**src/rtl/pipe_hazard_ctrl.sv**
```systemverilog
// Pipeline hazard controller: load-use bubbles, memory wait, redirect flush,
// fetch wait and sticky halt, with a saturating count of PC-frozen cycles.
module pipe_hazard_ctrl #(
    parameter int NSTAGE     = 4,
    parameter int REGW       = 5,
    parameter int LU_BUBBLES = 1,
    parameter int BR_STAGE   = 3,
    parameter int CNTW       = 16
) (
    input  logic              CLK,
    input  logic              nRST,
    input  logic              ihit,
    input  logic              dhit,
    input  logic              exmem_datarequest,
    input  logic              idex_DataRead,
    input  logic [REGW-1:0]   idex_rt,
    input  logic [REGW-1:0]   ifid_rs,
    input  logic [REGW-1:0]   ifid_rt,
    input  logic              npc_change,
    input  logic              idex_Halt,
    output logic              pc_WEN,
    output logic [NSTAGE-1:0] stall,
    output logic [NSTAGE-1:0] flush,
    output logic              halted,
    output logic [CNTW-1:0]   stall_count
);

    typedef enum logic [1:0] {RUN, LU_STALL, MEM_WAIT, HALTED} state_t;

    localparam logic [1:0] LU_INIT = 2'(LU_BUBBLES - 1);

    state_t            r_state;
    logic [1:0]        r_cnt;
    logic              r_ret_lu;
    logic              r_redir_pend;
    logic [CNTW-1:0]   r_stall_count;

    state_t            w_next_state;
    logic [1:0]        w_next_cnt;
    logic              w_next_ret_lu;
    logic              w_next_pend;
    logic              w_pc_wen;
    logic [NSTAGE-1:0] w_stall;
    logic [NSTAGE-1:0] w_flush;
    logic [NSTAGE-1:0] w_redir_mask;
    logic              w_load_use;
    logic              w_hold;

    for (genvar gi = 0; gi < NSTAGE; gi++) begin : g_mask
        assign w_redir_mask[gi] = (gi < BR_STAGE);
    end

    assign w_load_use = idex_DataRead && (idex_rt != '0) &&
                        ((idex_rt == ifid_rs) || (idex_rt == ifid_rt));

    // Once parked in MEM_WAIT only dhit releases the pipe.
    assign w_hold = (r_state == MEM_WAIT) ? !dhit : (exmem_datarequest && !dhit);

    always_comb begin
        w_pc_wen      = 1'b1;
        w_stall       = '0;
        w_flush       = '0;
        w_next_state  = r_state;
        w_next_cnt    = r_cnt;
        w_next_ret_lu = r_ret_lu;
        w_next_pend   = r_redir_pend;
        if (r_state == HALTED) begin
            w_pc_wen = 1'b0;
            w_stall  = '1;
        end else if (idex_Halt) begin
            w_pc_wen     = 1'b0;
            w_stall      = '1;
            w_next_state = HALTED;
            w_next_pend  = 1'b0;
        end else if (w_hold) begin
            // A redirect arriving while data is outstanding is deferred to the dhit cycle.
            w_pc_wen     = 1'b0;
            w_stall      = '1;
            w_next_state = MEM_WAIT;
            w_next_pend  = r_redir_pend | npc_change;
            if (r_state != MEM_WAIT) begin
                w_next_ret_lu = (r_state == LU_STALL);
            end
        end else if (npc_change || r_redir_pend) begin
            w_flush      = w_redir_mask;
            w_next_state = RUN;
            w_next_cnt   = '0;
            w_next_pend  = 1'b0;
        end else if (r_state == MEM_WAIT) begin
            w_next_state = r_ret_lu ? LU_STALL : RUN;
        end else if ((r_state == LU_STALL) || w_load_use) begin
            w_pc_wen   = 1'b0;
            w_stall[0] = 1'b1;
            w_flush[1] = 1'b1;
            if (r_state == LU_STALL) begin
                if (r_cnt <= 2'd1) begin
                    w_next_state = RUN;
                    w_next_cnt   = '0;
                end else begin
                    w_next_cnt = r_cnt - 2'd1;
                end
            end else begin
                w_next_state = (LU_BUBBLES == 1) ? RUN : LU_STALL;
                w_next_cnt   = LU_INIT;
            end
        end else if (!ihit) begin
            w_pc_wen   = 1'b0;
            w_flush[0] = 1'b1;
        end
    end

    always_ff @(posedge CLK or negedge nRST) begin
        if (!nRST) begin
            r_state       <= RUN;
            r_cnt         <= '0;
            r_ret_lu      <= 1'b0;
            r_redir_pend  <= 1'b0;
            r_stall_count <= '0;
        end else begin
            r_state      <= w_next_state;
            r_cnt        <= w_next_cnt;
            r_ret_lu     <= w_next_ret_lu;
            r_redir_pend <= w_next_pend;
            if (!w_pc_wen && (r_state != HALTED) && (r_stall_count != '1)) begin
                r_stall_count <= r_stall_count + 1'b1;
            end
        end
    end

    // Reset forces the bubble pattern on the outputs without waiting for a clock.
    assign pc_WEN      = nRST && w_pc_wen;
    assign stall       = nRST ? w_stall : '0;
    assign flush       = nRST ? w_flush : '1;
    assign halted      = (r_state == HALTED);
    assign stall_count = r_stall_count;

endmodule

```
**config.mk**
```make
export PLATFORM = sky130hd
export DESIGN_NAME = pipe_hazard_ctrl
export DESIGN_NICKNAME = d
export VERILOG_FILES = /design/src/rtl/pipe_hazard_ctrl.sv
export SDC_FILE = /design/constraint.sdc
export NUM_CORES = 1
export LEC_CHECK = 0
export CAP_MARGIN = 0
export CORE_MARGIN = 5
export CORE_UTILIZATION = 42
export DETAILED_ROUTE_END_ITERATION = 8
export PLACE_DENSITY_LB_ADDON = 0.08
export SLEW_MARGIN = 20
export SYNTH_ARGS = -nofsm -noshare
export SYNTH_HDL_FRONTEND = slang
export SYNTH_SLANG_ARGS = --single-unit
```
**constraint.sdc**
```tcl
create_clock -name CLK -period 1.7 [get_ports CLK]
set_clock_uncertainty 0.1 [all_clocks]
set_input_delay 0.255 -clock CLK [delete_from_list [all_inputs] [get_ports CLK]]
set_output_delay 0.255 -clock CLK [all_outputs]
set_load 0.1 [all_outputs]
```
Word-level counts from Yosys, hierarchy flattened. Index checks and enable logic that the tools add are counted.

Bits in registers: 22. Bits of input ports: 23. Output and inout port bits: 26. Word-level logic and storage cells: 82.

Add/subtract/negate cells: 2. Order comparisons: 1. Equality and inequality tests: 10. Multiplexer cells: 41. Bitwise gates (word level): 4. Reduce and logical (&&, ||, !) cells: 19.

Operators by type and width (number): 2-bit two-way mux (14); 1-bit two-way mux (19); 16-bit by 1-bit adder with 16-bit output, second input constant (1); 4-bit two-way mux (4); 16-bit != test, second input constant (1); 3-bit two-way mux (4); 5-bit == test (2); 5-bit nonzero test (2); 1-bit logical AND (6); 2-bit != test, second input constant (3); 6-bit by 3-bit != test with 1-bit output, second input constant (1); 5-bit AND reduction (1); 2-bit == test, second input constant (2); 4-bit AND reduction (1); 1-bit logical OR (3); 1-bit inverter (3); 3-bit AND reduction (1); 3-bit nonzero test (1); 2-bit by 1-bit == test with 1-bit output, second input constant (1); 2-bit by 1-bit less-or-equal comparator with 1-bit output, second input constant (1); 1-bit zero test (2); 2-bit AND reduction (1); 2-bit nonzero test (1); 2-bit by 1-bit subtractor with 2-bit output, second input constant (1); 1-bit bitwise OR (1).

Depth between registers and ports, before layout.
Depth after elaboration: 13. Depth in mapped cells: 8. Gate-level depth less buffers: 7.

Least setup slack after synthesis. Ideal clock, no wire load.

Path kind: register to output. From: register r_state[0]. To: output stall[0]. Arrival time: 4.431 ns. Required time: 1.345 ns. Slack: -3.086 ns. Stages on the path, launching flop included: 7. Cells stage by stage: dfrtp_1 buf_6 inv_1 o2bb2ai_1 nand2b_1 o21ai_0 a21oi_1.

Cells in the longest elaborated chain, start to end: 9. Elaborated cells on any way between the ends: 12.

RTL lines: from (decl) (line 32) `state_t r_state;`; from (signal assigned) (line 120) `r_state <= w_next_state;`; 2-bit by 1-bit == test with 1-bit output (line 91) `end else if ((r_state == LU_STALL) || w_load_use) begin`; 1-bit logical OR (line 91); 1-bit two-way mux (line 91); 1-bit two-way mux (line 89) `end else if (r_state == MEM_WAIT) begin`; 1-bit two-way mux (line 84) `end else if (npc_change || r_redir_pend) begin`; 1-bit two-way mux (line 75) `end else if (w_hold) begin`; 4-bit two-way mux (line 70) `end else if (idex_Halt) begin`; 4-bit two-way mux (*) (line 67) `if (r_state == HALTED) begin`; 4-bit two-way mux (*) (line 132) `assign stall = nRST ? w_stall : '0;`; to (decl) (line 22) `output logic [NSTAGE-1:0] stall,`.

Every way passes the cells marked *; elsewhere a longest branch is shown, timed or not.

Worst setup path after layout.
From: register r_state[0]. To: output flush[1].

Cells in the longest elaborated chain, start to end: 9. Elaborated cells on any way between the ends: 12.

RTL lines: 2-bit by 1-bit == test with 1-bit output (line 91); 1-bit logical OR (line 91); 1-bit two-way mux (line 91); 2-bit two-way mux (line 89); 2-bit two-way mux (line 84); 3-bit two-way mux (line 75); 3-bit two-way mux (line 70); 3-bit two-way mux (*) (line 67); 4-bit two-way mux (*) (line 133) `assign flush = nRST ? w_flush : '1;`; to (decl) (line 23) `output logic [NSTAGE-1:0] flush,`.

Marked as above.

==> flow_metrics.tcl <==
set metrics [dict create \
    status "complete, but fails checks" \
    violations "setup timing" \
    worstPathMaxFanout 4 \
    port_buffers 48 \
    clkTransAtPathRegs_ns 0.13 \
    grt_start_max_net_pins 14 \
    areaGrowthSynthToFinish_pct 110 \
    cts_buffers 3 \
    fmax_mhz 437 \
    fin_crit_ns 2.29 \
    endpoint_kind "output port" \
    wl_um 7350 \
    synth-edff-count 0 \
    slew_headroom 0.738 \
    layout-drive-gt1-share 0.668 \
    async_flop_share 1.00 \
    start_util 0.446 \
    setup_viol 27 \
    dp_cells 296 \
    syn_area_per_cell_um2 9.83 \
    clock-sinks 22 \
    post-place-ws_ns -0.805 \
    grt_overflow 0 \
    fin_crit_sh 1.35 \
    ys_warn_count 0 \
    path_class "flop to output port" \
    drc 0 \
    antenna_found_initial 0 \
    grt_pass1_wl_um 8850 \
    syn-instance-count 155 \
    vias 1844 \
    netlist.top_cell.by_area "dfrtp_1" \
    coreArea_um2 3420 \
    rows 21 \
    synth_ff_type "dfrtp_1" \
    track_usage 0.223 \
    first_iter_violations 190 \
    cp-start-kind "flop" \
    die_w_um 70.2 \
    avgRoutedWirePerCell_um 23.2 \
    dieArea_um2 4930 \
    insertion_delay_ns 0.33 \
    ys_types 52 \
    ant_nets 0 \
    cts_tree "built" \
    synth_top_cell_area_share 0.361 \
    first_global_vias 1821 \
    ys_top_cells_by_area "dfrtp_1 36%, xnor2_1 8.0%, xor2_1 6.3%" \
    worst_ir_drop_vdd_mv 1.72 \
    p_per_area_nw_per_um2 657 \
    required_ns 1.34 \
    p_total_uw 2100 \
    place_hpwl_um 3890 \
    final_common_cell "buf_4" \
    cts_root_buf "clkbuf_4" \
    drt_first_pass_iters 4 \
    htree_levels 1 \
    num-nets-final 296 \
    hold_path_class "input pin to async pin" \
    drt-vias-per-instance 5.82 \
    fin_util 0.937 \
    mostFrequentLayoutCells "51 x buf_4, 27 x buf_12, 17 x buf_6" \
    syn_area_um2 1520 \
    slew_viol_final 0 \
    critPathArrivalTime_ns 1.93 \
    io_pins 49 \
    fin_cells 317 \
    finalWorstSetupSlack_ns -0.590 \
    synth_seq_area_share 0.361 \
    cap_viol_max_count 0 \
    tightest_slew_ns 0.390 \
    rsz0062_at_grt "true" \
    synth_nets 179 \
    gp_congestion 0.820 \
    die_y_um 70.2 \
    synth-seq-cells 22 \
    clock_path_buffers 2 \
    power.leakage_uw 0.00140 \
    hold_violations 0 \
    antenna_cells 0 \
]
-- power breakdown --
| group | internal [uW] | switching, uW | total, uW |
|---|---|---|---|
| logic | 494 | 695 | 1190 |
| registers | 599 | 51.8 | 650 |
| clock network | 92.1 | 171 | 263 |
| total | 1190 | 918 | 2100 |
-- layer usage --
| layer | vias up | share of wire | GRT usage |
|---|---|---|---|
| li1 | 780 | - | - |
| met1 | 886 | 0.34 | 0.242 |
| met2 | 129 | 0.52 | 0.423 |
| met3 | 49 | 0.075 | 0.0588 |
| met4 | 0 | 0.065 | 0.0574 |
| met5 | - | 0 | 0 |
-- cells by family after synthesis --
| group | after synthesis | synth area share |
|---|---|---|
| fa+ha+maj | 2 | 0.0156 |
| xor+xnor | 25 | 0.144 |
| flops | 22 | 0.361 |
| buf+inv | 10 | 0.0443 |
| simple gates | 73 | 0.309 |
| mux | 1 | 0.00985 |
| compound gates | 22 | 0.117 |
-- registers in the layout (all words and copies together), names as in the netlist --
| name | cells |
|---|---|
| r_cnt | 2 |
| r_state | 2 |
| stall_count | 16 |
| r_ret_lu | 1 |
| r_redir_pend | 1 |
-- final timing paths --
kind | from | end | slack, ns | depth (start not counted)
min reg2reg | stall_count[14] | stall_count[14] | 0.44 | 1
min | nRST | r_state[1] | 0.1 | 3
max | r_state[0] | flush[1] | -0.59 | 7
max in group asynchronous | nRST | stall_count[6] | 0.92 | 3
min in group CLK | stall_count[14] | stall_count[14] | 0.44 | 1
max reg2reg | r_state[0] | stall_count[1] | -0.37 | 8
-- repair_timing --
| item | in CTS | in global routing |
|---|---|---|
| setup buffers | 7 | 10 |
| gates cloned | 0 | 0 |
| gates resized for setup | 70 | 33 |
| endpoints found under the hold margin | 0 | 9 |
| endpoints found under the setup margin | 28 | 27 |
| pin swaps | 32 | 29 |
| hold buffers | 0 | 1 |
-- final cells by class --
| type | instances | area (um2) |
|---|---|---|
| inverters | 5 | 30.0 |
| well taps | 46 | 57.6 |
| flip-flops and latches | 22 | 591 |
| repair buffers | 117 | 1300 |
| multi-input cells | 123 | 1190 |
| fillers | 105 | 216 |
| clock buffers | 4 | 26.3 |
-- cell usage after synthesis (4+ instances only) --
library cell	number
nor2_1	11
xor2_1	11
and3_1	5
nand2_1	17
nor3_1	5
dfrtp_1	22
nand4_1	6
inv_1	5
a21oi_1	4
nand3_1	5
xnor2_1	14
-- worst max-delay path, cell delays in order (launching register included) --
cell	delay, ns
dfrtp_2	0.46
nand2b_4	0.17
a21oi_4	0.22
nor2_2	0.08
o211ai_1	0.16
o31a_1	0.29
nand2_4	0.07
buf_12	0.16
-- through the flow --
step	TNS [ns]	hold slack (ns)	instance area [um2]
after global routing	-9.94	0.109	3200
after detailed placement	-16.13	0.382	2800
after global placement	-14.39	0.376	2800
after floorplan	-4.58	-0.141	1690
final	-8.43	0.0950	3200
after CTS	-6.11	0.288	2990
(Power assumes the default switching activity.)
